File: config.mk
export PLATFORM = sky130hd
export DESIGN_NAME = lsu_mmio_bridge_flat
export DESIGN_NICKNAME = d
export VERILOG_FILES = /design/src/rtl/lsu_mmio_bridge_if.sv /design/src/rtl/lsu_mmio_bridge.sv /design/src/flat_wrapper.sv
export SDC_FILE = /design/constraint.sdc
export NUM_CORES = 1
export LEC_CHECK = 0
export CAP_MARGIN = 40
export CORE_MARGIN = 2
export CORE_UTILIZATION = 38
export CTS_CLUSTER_DIAMETER = 150
export CTS_CLUSTER_SIZE = 8
export DETAILED_ROUTE_END_ITERATION = 7
export PLACE_DENSITY = 0.83
export SETUP_SLACK_MARGIN = 0.5
export SYNTH_ARGS = -nofsm -noshare
export SYNTH_HDL_FRONTEND = slang
export SYNTH_SLANG_ARGS = --single-unit
File: constraint.sdc
create_clock -name clk -period 2.1 [get_ports clk]
set_clock_uncertainty 0.1 [all_clocks]
set_input_delay 0.42 -clock clk [delete_from_list [all_inputs] [get_ports clk]]
set_output_delay 0.42 -clock clk [all_outputs]
set_load 0.02 [all_outputs]
File: src/rtl/lsu_mmio_bridge_if.sv
// Core-side request/response and target-side bus of the load/store MMIO bridge.
interface lsu_mmio_bridge_if #(
  parameter int NUM_REGIONS  = 2,
  parameter int REGION_SHIFT = 16
);
  logic                      req_valid;
  logic                      req_ready;
  logic                      req_we;
  logic [1:0]                req_size;
  logic                      req_unsigned;
  logic [31:0]               req_addr;
  logic [31:0]               req_wdata;
  logic                      resp_valid;
  logic [31:0]               resp_rdata;
  logic [1:0]                resp_err;
  logic [NUM_REGIONS-1:0]    dev_sel;
  logic                      dev_we;
  logic [REGION_SHIFT-1:0]   dev_addr;
  logic [3:0]                dev_be;
  logic [31:0]               dev_wdata;
  logic [NUM_REGIONS*32-1:0] dev_rdata;
  logic [NUM_REGIONS-1:0]    dev_ack;

  modport slave (
    input  req_valid, req_we, req_size, req_unsigned, req_addr, req_wdata,
    input  dev_rdata, dev_ack,
    output req_ready, resp_valid, resp_rdata, resp_err,
    output dev_sel, dev_we, dev_addr, dev_be, dev_wdata
  );

  modport master (
    output req_valid, req_we, req_size, req_unsigned, req_addr, req_wdata,
    output dev_rdata, dev_ack,
    input  req_ready, resp_valid, resp_rdata, resp_err,
    input  dev_sel, dev_we, dev_addr, dev_be, dev_wdata
  );
endinterface

File: src/rtl/lsu_mmio_bridge.sv
// Load/store bridge: region decode, lane steering, extension, alignment and timeout.
//   state    | meaning
//   S_IDLE   | ready for a request; checks run on accept
//   S_ACCESS | target selected, waiting for its ack or the timeout
//   S_RESP   | one-cycle response strobe, target bus idle
module lsu_mmio_bridge #(
  parameter int NUM_REGIONS    = 2,
  parameter int REGION_SHIFT   = 16,
  parameter int TIMEOUT_CYCLES = 15
) (
  input logic clk,
  input logic rst,
  lsu_mmio_bridge_if.slave bus
);
  localparam int RW = (NUM_REGIONS > 1) ? $clog2(NUM_REGIONS) : 1;
  localparam int CW = $clog2(TIMEOUT_CYCLES + 1);

  typedef enum logic [1:0] {S_IDLE, S_ACCESS, S_RESP} state_t;

  state_t state_q, state_d;
  logic [CW-1:0] cnt_q, cnt_d;
  logic [RW-1:0] idx_q;
  logic          we_q, uns_q;
  logic [1:0]    size_q, lane_q;

  logic                    resp_valid_q;
  logic [31:0]             resp_rdata_q, rdata_d;
  logic [1:0]              resp_err_q, err_d;
  logic [NUM_REGIONS-1:0]  dev_sel_q;
  logic                    dev_we_q;
  logic [REGION_SHIFT-1:0] dev_addr_q;
  logic [3:0]              dev_be_q, be_new;
  logic [31:0]             dev_wdata_q, wdata_new;

  logic [31:0] region_full, sel_rdata, lane_data, load_data;
  logic        bad_req, misaligned, ack, timeout_hit;

  assign region_full = bus.req_addr >> REGION_SHIFT;
  assign bad_req     = (bus.req_size == 2'b11) || (region_full >= 32'(NUM_REGIONS));
  assign misaligned  = ((bus.req_size == 2'b01) && bus.req_addr[0]) ||
                       ((bus.req_size == 2'b10) && (bus.req_addr[1:0] != 2'b00));
  assign sel_rdata   = bus.dev_rdata[32*int'(idx_q) +: 32];
  assign ack         = bus.dev_ack[idx_q];
  assign timeout_hit = (cnt_q == CW'(TIMEOUT_CYCLES - 1));
  assign lane_data   = sel_rdata >> {lane_q, 3'b000};

  always_comb begin
    load_data = lane_data;
    case (size_q)
      2'b00:   load_data = {{24{~uns_q & lane_data[7]}}, lane_data[7:0]};
      2'b01:   load_data = {{16{~uns_q & lane_data[15]}}, lane_data[15:0]};
      default: load_data = lane_data;
    endcase
  end

  always_comb begin
    be_new    = 4'b1111;
    wdata_new = bus.req_wdata;
    case (bus.req_size)
      2'b00: begin
        be_new    = 4'b0001 << bus.req_addr[1:0];
        wdata_new = {4{bus.req_wdata[7:0]}};
      end
      2'b01: begin
        be_new    = 4'b0011 << bus.req_addr[1:0];
        wdata_new = {2{bus.req_wdata[15:0]}};
      end
      default: ;
    endcase
  end

  always_comb begin
    state_d = state_q;
    cnt_d   = cnt_q;
    err_d   = 2'b00;
    rdata_d = '0;
    case (state_q)
      S_IDLE: begin
        cnt_d = '0;
        if (bus.req_valid) begin
          if (bad_req) begin
            state_d = S_RESP;
            err_d   = 2'b10;
          end else if (misaligned) begin
            state_d = S_RESP;
            err_d   = 2'b01;
          end else begin
            state_d = S_ACCESS;
          end
        end
      end
      S_ACCESS: begin
        // An ack in the final timeout cycle still counts as success.
        if (ack) begin
          state_d = S_RESP;
          rdata_d = we_q ? 32'h0 : load_data;
          cnt_d   = '0;
        end else if (timeout_hit) begin
          state_d = S_RESP;
          err_d   = 2'b11;
          cnt_d   = '0;
        end else begin
          cnt_d = cnt_q + CW'(1);
        end
      end
      S_RESP:  state_d = S_IDLE;
      default: state_d = S_IDLE;
    endcase
  end

  always_ff @(posedge clk or negedge rst) begin
    if (!rst) begin
      state_q      <= S_IDLE;
      cnt_q        <= '0;
      idx_q        <= '0;
      we_q         <= 1'b0;
      uns_q        <= 1'b0;
      size_q       <= 2'b00;
      lane_q       <= 2'b00;
      resp_valid_q <= 1'b0;
      resp_rdata_q <= '0;
      resp_err_q   <= 2'b00;
      dev_sel_q    <= '0;
      dev_we_q     <= 1'b0;
      dev_addr_q   <= '0;
      dev_be_q     <= 4'b0000;
      dev_wdata_q  <= '0;
    end else begin
      state_q      <= state_d;
      cnt_q        <= cnt_d;
      resp_valid_q <= (state_d == S_RESP);
      if (state_q == S_IDLE && bus.req_valid) begin
        idx_q  <= region_full[RW-1:0];
        we_q   <= bus.req_we;
        uns_q  <= bus.req_unsigned;
        size_q <= bus.req_size;
        lane_q <= bus.req_addr[1:0];
      end
      if (state_q == S_IDLE && state_d == S_ACCESS) begin
        dev_sel_q   <= NUM_REGIONS'(1) << region_full[RW-1:0];
        dev_we_q    <= bus.req_we;
        dev_addr_q  <= bus.req_addr[REGION_SHIFT-1:0] & ~REGION_SHIFT'(3);
        dev_be_q    <= be_new;
        dev_wdata_q <= wdata_new;
      end else if (state_d != S_ACCESS) begin
        dev_sel_q   <= '0;
        dev_we_q    <= 1'b0;
        dev_addr_q  <= '0;
        dev_be_q    <= 4'b0000;
        dev_wdata_q <= '0;
      end
      if (state_q != S_RESP && state_d == S_RESP) begin
        resp_err_q   <= err_d;
        resp_rdata_q <= rdata_d;
      end else if (state_q == S_RESP) begin
        resp_err_q   <= 2'b00;
        resp_rdata_q <= '0;
      end
    end
  end

  assign bus.req_ready  = (state_q == S_IDLE);
  assign bus.resp_valid = resp_valid_q;
  assign bus.resp_rdata = resp_rdata_q;
  assign bus.resp_err   = resp_err_q;
  assign bus.dev_sel    = dev_sel_q;
  assign bus.dev_we     = dev_we_q;
  assign bus.dev_addr   = dev_addr_q;
  assign bus.dev_be     = dev_be_q;
  assign bus.dev_wdata  = dev_wdata_q;
endmodule
File: src/flat_wrapper.sv
// flat-port wrapper written by rule: the top's interface ports become plain ports
module lsu_mmio_bridge_flat 
#(
  parameter int NUM_REGIONS    = 2,
  parameter int REGION_SHIFT   = 16,
  parameter int TIMEOUT_CYCLES = 15
)
  (clk, rst, bus_req_valid, bus_req_we, bus_req_size, bus_req_unsigned, bus_req_addr, bus_req_wdata, bus_dev_rdata, bus_dev_ack, bus_req_ready, bus_resp_valid, bus_resp_rdata, bus_resp_err, bus_dev_sel, bus_dev_we, bus_dev_addr, bus_dev_be, bus_dev_wdata);
  lsu_mmio_bridge_if #(.NUM_REGIONS(NUM_REGIONS), .REGION_SHIFT(REGION_SHIFT)) bus_i ();
  input logic clk;
  input logic rst;
  input wire logic [$bits(bus_i.req_valid)-1:0] bus_req_valid;
  input wire logic [$bits(bus_i.req_we)-1:0] bus_req_we;
  input wire logic [$bits(bus_i.req_size)-1:0] bus_req_size;
  input wire logic [$bits(bus_i.req_unsigned)-1:0] bus_req_unsigned;
  input wire logic [$bits(bus_i.req_addr)-1:0] bus_req_addr;
  input wire logic [$bits(bus_i.req_wdata)-1:0] bus_req_wdata;
  input wire logic [$bits(bus_i.dev_rdata)-1:0] bus_dev_rdata;
  input wire logic [$bits(bus_i.dev_ack)-1:0] bus_dev_ack;
  output wire logic [$bits(bus_i.req_ready)-1:0] bus_req_ready;
  output wire logic [$bits(bus_i.resp_valid)-1:0] bus_resp_valid;
  output wire logic [$bits(bus_i.resp_rdata)-1:0] bus_resp_rdata;
  output wire logic [$bits(bus_i.resp_err)-1:0] bus_resp_err;
  output wire logic [$bits(bus_i.dev_sel)-1:0] bus_dev_sel;
  output wire logic [$bits(bus_i.dev_we)-1:0] bus_dev_we;
  output wire logic [$bits(bus_i.dev_addr)-1:0] bus_dev_addr;
  output wire logic [$bits(bus_i.dev_be)-1:0] bus_dev_be;
  output wire logic [$bits(bus_i.dev_wdata)-1:0] bus_dev_wdata;
  assign bus_i.req_valid = bus_req_valid;
  assign bus_i.req_we = bus_req_we;
  assign bus_i.req_size = bus_req_size;
  assign bus_i.req_unsigned = bus_req_unsigned;
  assign bus_i.req_addr = bus_req_addr;
  assign bus_i.req_wdata = bus_req_wdata;
  assign bus_i.dev_rdata = bus_dev_rdata;
  assign bus_i.dev_ack = bus_dev_ack;
  assign bus_req_ready = bus_i.req_ready;
  assign bus_resp_valid = bus_i.resp_valid;
  assign bus_resp_rdata = bus_i.resp_rdata;
  assign bus_resp_err = bus_i.resp_err;
  assign bus_dev_sel = bus_i.dev_sel;
  assign bus_dev_we = bus_i.dev_we;
  assign bus_dev_addr = bus_i.dev_addr;
  assign bus_dev_be = bus_i.dev_be;
  assign bus_dev_wdata = bus_i.dev_wdata;
  lsu_mmio_bridge #(.NUM_REGIONS(NUM_REGIONS), .REGION_SHIFT(REGION_SHIFT), .TIMEOUT_CYCLES(TIMEOUT_CYCLES)) u_core (.clk(clk), .rst(rst), .bus(bus_i));
endmodule
# Word-level counts from Yosys, hierarchy flattened
# Cells that the tools add are included.
# totals
in_bits,137
register_bits,103
out_inout_bits,91
# op_classes
magnitude_cmp,2
muxes,37
bitwise_logic,3
shifts,5
n_addsub,1
eq_ne,11
reduce_logical,14
# op_table
op,count
32-bit 2-to-1 mux,7
32-bit case mux with 2 select lines,2
64-bit by 7-bit indexed part select with 32-bit output,1
16-bit 2-to-1 mux,2
32-bit by 5-bit right shift with 32-bit output,1
2-bit 2-to-1 mux,13
16-bit by 2-bit >= comparator with 1-bit output (second input constant),1
4-bit 2-to-1 mux,4
4-bit case mux with 2 select lines,2
2-bit by 1-bit equality test with 1-bit output (second input constant),4
2-bit equality test (second input constant),4
2-bit case mux with 2 select lines,2
2-bit nonzero test,4
2-bit zero test,3
1-bit logical AND,5
1-bit 2-to-1 mux,5
4-bit by 1-bit adder with 4-bit output (second input constant),1
4-bit equality test (second input constant),1
1-bit by 2-bit left shift with 4-bit output (first input constant),1
2-bit by 2-bit left shift with 4-bit output (first input constant),1
1-bit AND,2
1-bit logical OR,2
1-bit by 2-bit < comparator with 1-bit output (second input constant),1
2-bit by 1-bit != test with 1-bit output (second input constant),1
other kinds (3),3

# Depth between registers and ports, before layout
# depth
depth_word,10
mapped_depth,9
ltp_nobuf,7

# Least setup slack after synthesis
# Ideal clock, no wire load.
# synth_path
kind,register to register
from,register u_core.idx_q
to,"register u_core.resp_rdata_q[24], in the netlist u_core.bus.resp_rdata[24]"
path_slack_ps,15
arrival_time_ps,1861
path_buffers,2
synth_period_minus_slack_ps,2085
path_stages_with_launch,8
cell_sequence,dfrtp_1 -> buf_6 -> mux4_2 -> mux2i_4 -> nor3_4 -> a31o_4 -> buf_6 -> a211o_1
# synth_via
elab_chain_len,8
elab_cells_between_ends,16
cone_classes,1 x eq/ne; 2 x shift; 9 x mux; 2 x bitwise; 2 x reduce/logical
# synth_lines
element,line_no,text
start: declaration,lsu_mmio_bridge.sv:22,logic [RW-1:0] idx_q;
start signal: assignment,lsu_mmio_bridge.sv:133,idx_q <= region_full[RW-1:0];
64-bit by 7-bit indexed part select with 32-bit output,lsu_mmio_bridge.sv:42,assign sel_rdata = bus.dev_rdata[32*int'(idx_q) +: 32];
32-bit by 5-bit right shift with 32-bit output,lsu_mmio_bridge.sv:45,"assign lane_data = sel_rdata >> {lane_q, 3'b000};"
"1-bit AND, on equally long branches","lsu_mmio_bridge.sv:51, lsu_mmio_bridge.sv:50",
32-bit case mux with 2 select lines,lsu_mmio_bridge.sv:49,case (size_q)
32-bit 2-to-1 mux,lsu_mmio_bridge.sv:96,rdata_d = we_q ? 32'h0 : load_data;
32-bit 2-to-1 mux,lsu_mmio_bridge.sv:94,if (ack) begin
32-bit 2-to-1 mux,lsu_mmio_bridge.sv:77,case (state_q)
32-bit 2-to-1 mux,lsu_mmio_bridge.sv:152,if (state_q != S_RESP && state_d == S_RESP) begin
end signal: assignment,lsu_mmio_bridge.sv:154,resp_rdata_q <= rdata_d;
end: declaration,lsu_mmio_bridge.sv:27,"logic [31:0] resp_rdata_q, rdata_d;"
# Parallel ways exist; a longest one is shown, timed or not. The select of a mux whose other input is x is not followed.
# A chain may end at the register's enable or synchronous reset.

# Worst setup path after layout
# layout_path
from,register u_core.idx_q
to,"register u_core.resp_rdata_q[17], in the netlist u_core.bus.resp_rdata[17]"
# The elaborated chain is that of the path after synthesis.

==> results_dict.tcl <==
set metrics [dict create \
    status "complete, but fails checks" \
    violations "negative hold slack, negative setup slack" \
    std_cell_rows 42 \
    crit_path_end_kind "register" \
    ys.flop_type "dfrtp_1" \
    crit_type "register to register" \
    routedWlPerCell_um 22.5 \
    dieArea_um2 14500 \
    grt_max_degree 72 \
    p_seq_share_pct 41.9 \
    syn_avg_cell_area_um2 11.6 \
    final_antenna_net_count 0 \
    cts_root_buffer "clkbuf_16" \
    min_period_ns 2.18 \
    area_growth_pct 74.8 \
    clockPowerShare_pct 32.2 \
    overflow 0 \
    period_share_pct 104 \
    hold_ws_ns -0.0275 \
    antenna_found_initial 0 \
    die_y_um 120 \
    path_clk_slew_ns 0.07 \
    cts.hold.buffers_added 0 \
    crit_buf_inv 0 \
    place.gp.congestion 0.860 \
    cpMaxStageDelayCell "mux4_2" \
    post-route-drc-count 0 \
    groute.usage.overall_pct 24.8 \
    synth-seq-area-share_pct 49.2 \
    cts_buffer_depth 2 \
    finalSetupViolCount 19 \
    setup_ws_ns -0.0818 \
    grt_pass1_wl_mm 27.7 \
    utilization_pct 67.8 \
    drive_above_1_share_pct 33.9 \
    cts_buffers 9 \
    netlist_area_um2 5140 \
    syn_inst 442 \
    rr_worst_depth 5 \
    first_pass_iters 5 \
    crit_family "multiplexers" \
    synth_cell_types 44 \
    maxCapViolCount 0 \
    worstPathRequired_ns 2.21 \
    cellInternalPower_mw 3.49 \
    setup_tns_ns -0.991 \
    synth_warnings 0 \
    cts_tree "yes" \
    fmax_ghz 0.458 \
    start_kind "register" \
    drtIter0Drc 357 \
    die_w_um 120 \
    vias 5232 \
    core_um2 13200 \
    stdcell_count 904 \
    clock_latency_ns 0.34 \
    async_flop_share_pct 100 \
    hp-class "input pin to asynchronous set/reset pin" \
    placed_cells 857 \
    path_cells "mux4_2 -> mux2i_4 -> nor3_4 -> a31o_4 -> a221o_1" \
    hpwlAfterDp_mm 13.6 \
    crit_fanout 8 \
    p_sw_share_pct 27.3 \
    p_leak_nw 4.47 \
    wl_mm 20.4 \
    rsz0062_at_grt "yes" \
    worstPathArrival_ns 2.29 \
    start_util_pct 38.8 \
    grt_pass1_vias 5168 \
    power.share.combinational_pct 25.9 \
    power_density_nw_per_um2 534 \
    fin_nets 863 \
    vias_per_cell 5.79 \
    cts_sinks 101 \
    power_mw 4.80 \
    crit_path_max_incr_delay_ns 0.60 \
    ios 228 \
    p_switching_mw 1.31 \
    port_buffers 225 \
    yosys_register_bits 101 \
    peakVddDrop_v 0.000312 \
    synth_edf_count 0 \
    hold_violations 14 \
    cts-htree-levels 3 \
    worst-path-stages 5 \
    maxSlewViolCount 0 \
    antenna_cells 0 \
]
cells in the mapped netlist (all sizes together), types with 3 or more instances:
library cell,n,area (um2)
o21ai,37,185
mux4,24,541
nor2,33,134
or3,3,18.8
mux2i,41,427
dfrtp,101,2530
nand2,40,150
o2bb2ai,8,70.1
a21oi,11,55.1
nor4,3,18.8
o22ai,9,56.3
a22o,24,210
mux2,7,78.8
a221o,16,160
nor3,3,31.3
nand2b,6,37.5
clkbuf,22,82.6
buf,15,87.6
inv,11,41.3
a211o,8,70.1
state kept, by name (all words and copies together) (netlist names):
name	flops
u_core.uns_q	1
u_core.lane_q	2
u_core.bus.dev_be	4
u_core.idx_q	1
u_core.cnt_q	4
u_core.state_q	2
u_core.size_q	2
u_core.we_q	1
u_core.bus.dev_sel	2
u_core.bus.resp_rdata	32
u_core.bus.dev_we	1
u_core.bus.resp_valid	1
u_core.bus.dev_addr	14
u_core.bus.resp_err	2
u_core.bus.dev_wdata	32
path summary, 6_finish.rpt:
path	from	to	slack, ns
hold reg to reg	u_core.cnt_q[3]	u_core.cnt_q[3]	0.37
setup reg to reg	u_core.idx_q	u_core.bus.resp_rdata[17]	-0.08
setup / recovery	u_core.idx_q	u_core.bus.resp_rdata[17]	-0.08
hold / removal	rst	u_core.bus.dev_wdata[29]	-0.03
min in group clk	u_core.cnt_q[3]	u_core.cnt_q[3]	0.37
max in group asynchronous	rst	u_core.state_q[0]	1.58
final cells by class:
| type | instances | area, um2 |
|---|---|---|
| fillers | 922 | 4270 |
| repair buffers | 306 | 3040 |
| multi-input cells | 295 | 2880 |
| flip-flops and latches | 101 | 2530 |
| clock buffers | 12 | 246 |
| well taps | 176 | 220 |
| inverters | 11 | 41.3 |
| clock inverters | 3 | 23.8 |
cell usage in the layout (no fill, tap or decap), types with 21 or more instances in the layout:
master,count
clkdlybuf4s15_1,41
o21ai_2,24
dlygate4sd2_1,30
nand2_4,21
a22o_1,24
mux4_2,24
nor2_1,27
dfrtp_1,99
mux2i_1,38
clkbuf_2,30
buf_4,47
clkdlybuf4s50_1,120
worst register-to-register path: cells and delay by family (launching register included):
| kind | cells | cell delay, ns |
|---|---|---|
| muxes | 2 | 0.82 |
| DFF | 1 | 0.53 |
| AOI/OAI and AO/OA | 2 | 0.53 |
| and+or+nand+nor | 1 | 0.07 |
power by group through the flow:
stage	clock (mW)	sequential, mW	combinational [mW]
after CTS	1.57	2.01	1.11
after global routing	1.66	2.01	1.30
after floorplan	0	2.03	0.548
after global placement	0	2.04	1.07
after detailed placement	0	2.05	1.09
final	1.54	2.01	1.24
layer usage:
metal	wire, um	GRT usage [%]	up-vias
li1	-	-	2237
met1	7200	27.9	2579
met2	10300	44.2	357
met3	2100	7.88	59
met4	746	8.50	0
met5	0	0	-
what timing repair did:
| action | 4_1_cts | 5_1_grt |
|---|---|---|
| cloned | 3 | 12 |
| setup buffers | 7 | 10 |
| pin swaps | 7 | 43 |
| resized for setup | 140 | 208 |
| endpoints found under the setup margin | 183 | 164 |
cell families after synthesis:
family / after synthesis / share of synthesized area (%)
muxes: 72 / 20.4
buffers and inverters: 48 / 4.12
adders and majority gates: 2 / 0.487
and+or+nand+nor: 99 / 8.96
AOI/OAI and AO/OA: 119 / 16.8
other: 1 / 0.0730
DFF: 101 / 49.2
metrics by stage:
stage | area, um2 | worst slack [ns]
after detailed placement | 7910 | -0.405
after global placement | 7910 | -0.379
after CTS | 8270 | -0.0488
after floorplan | 5270 | 0.0309
after global routing | 8980 | -0.137
final | 8980 | -0.0818
Note: power is estimated with default switching activity, not from simulation.
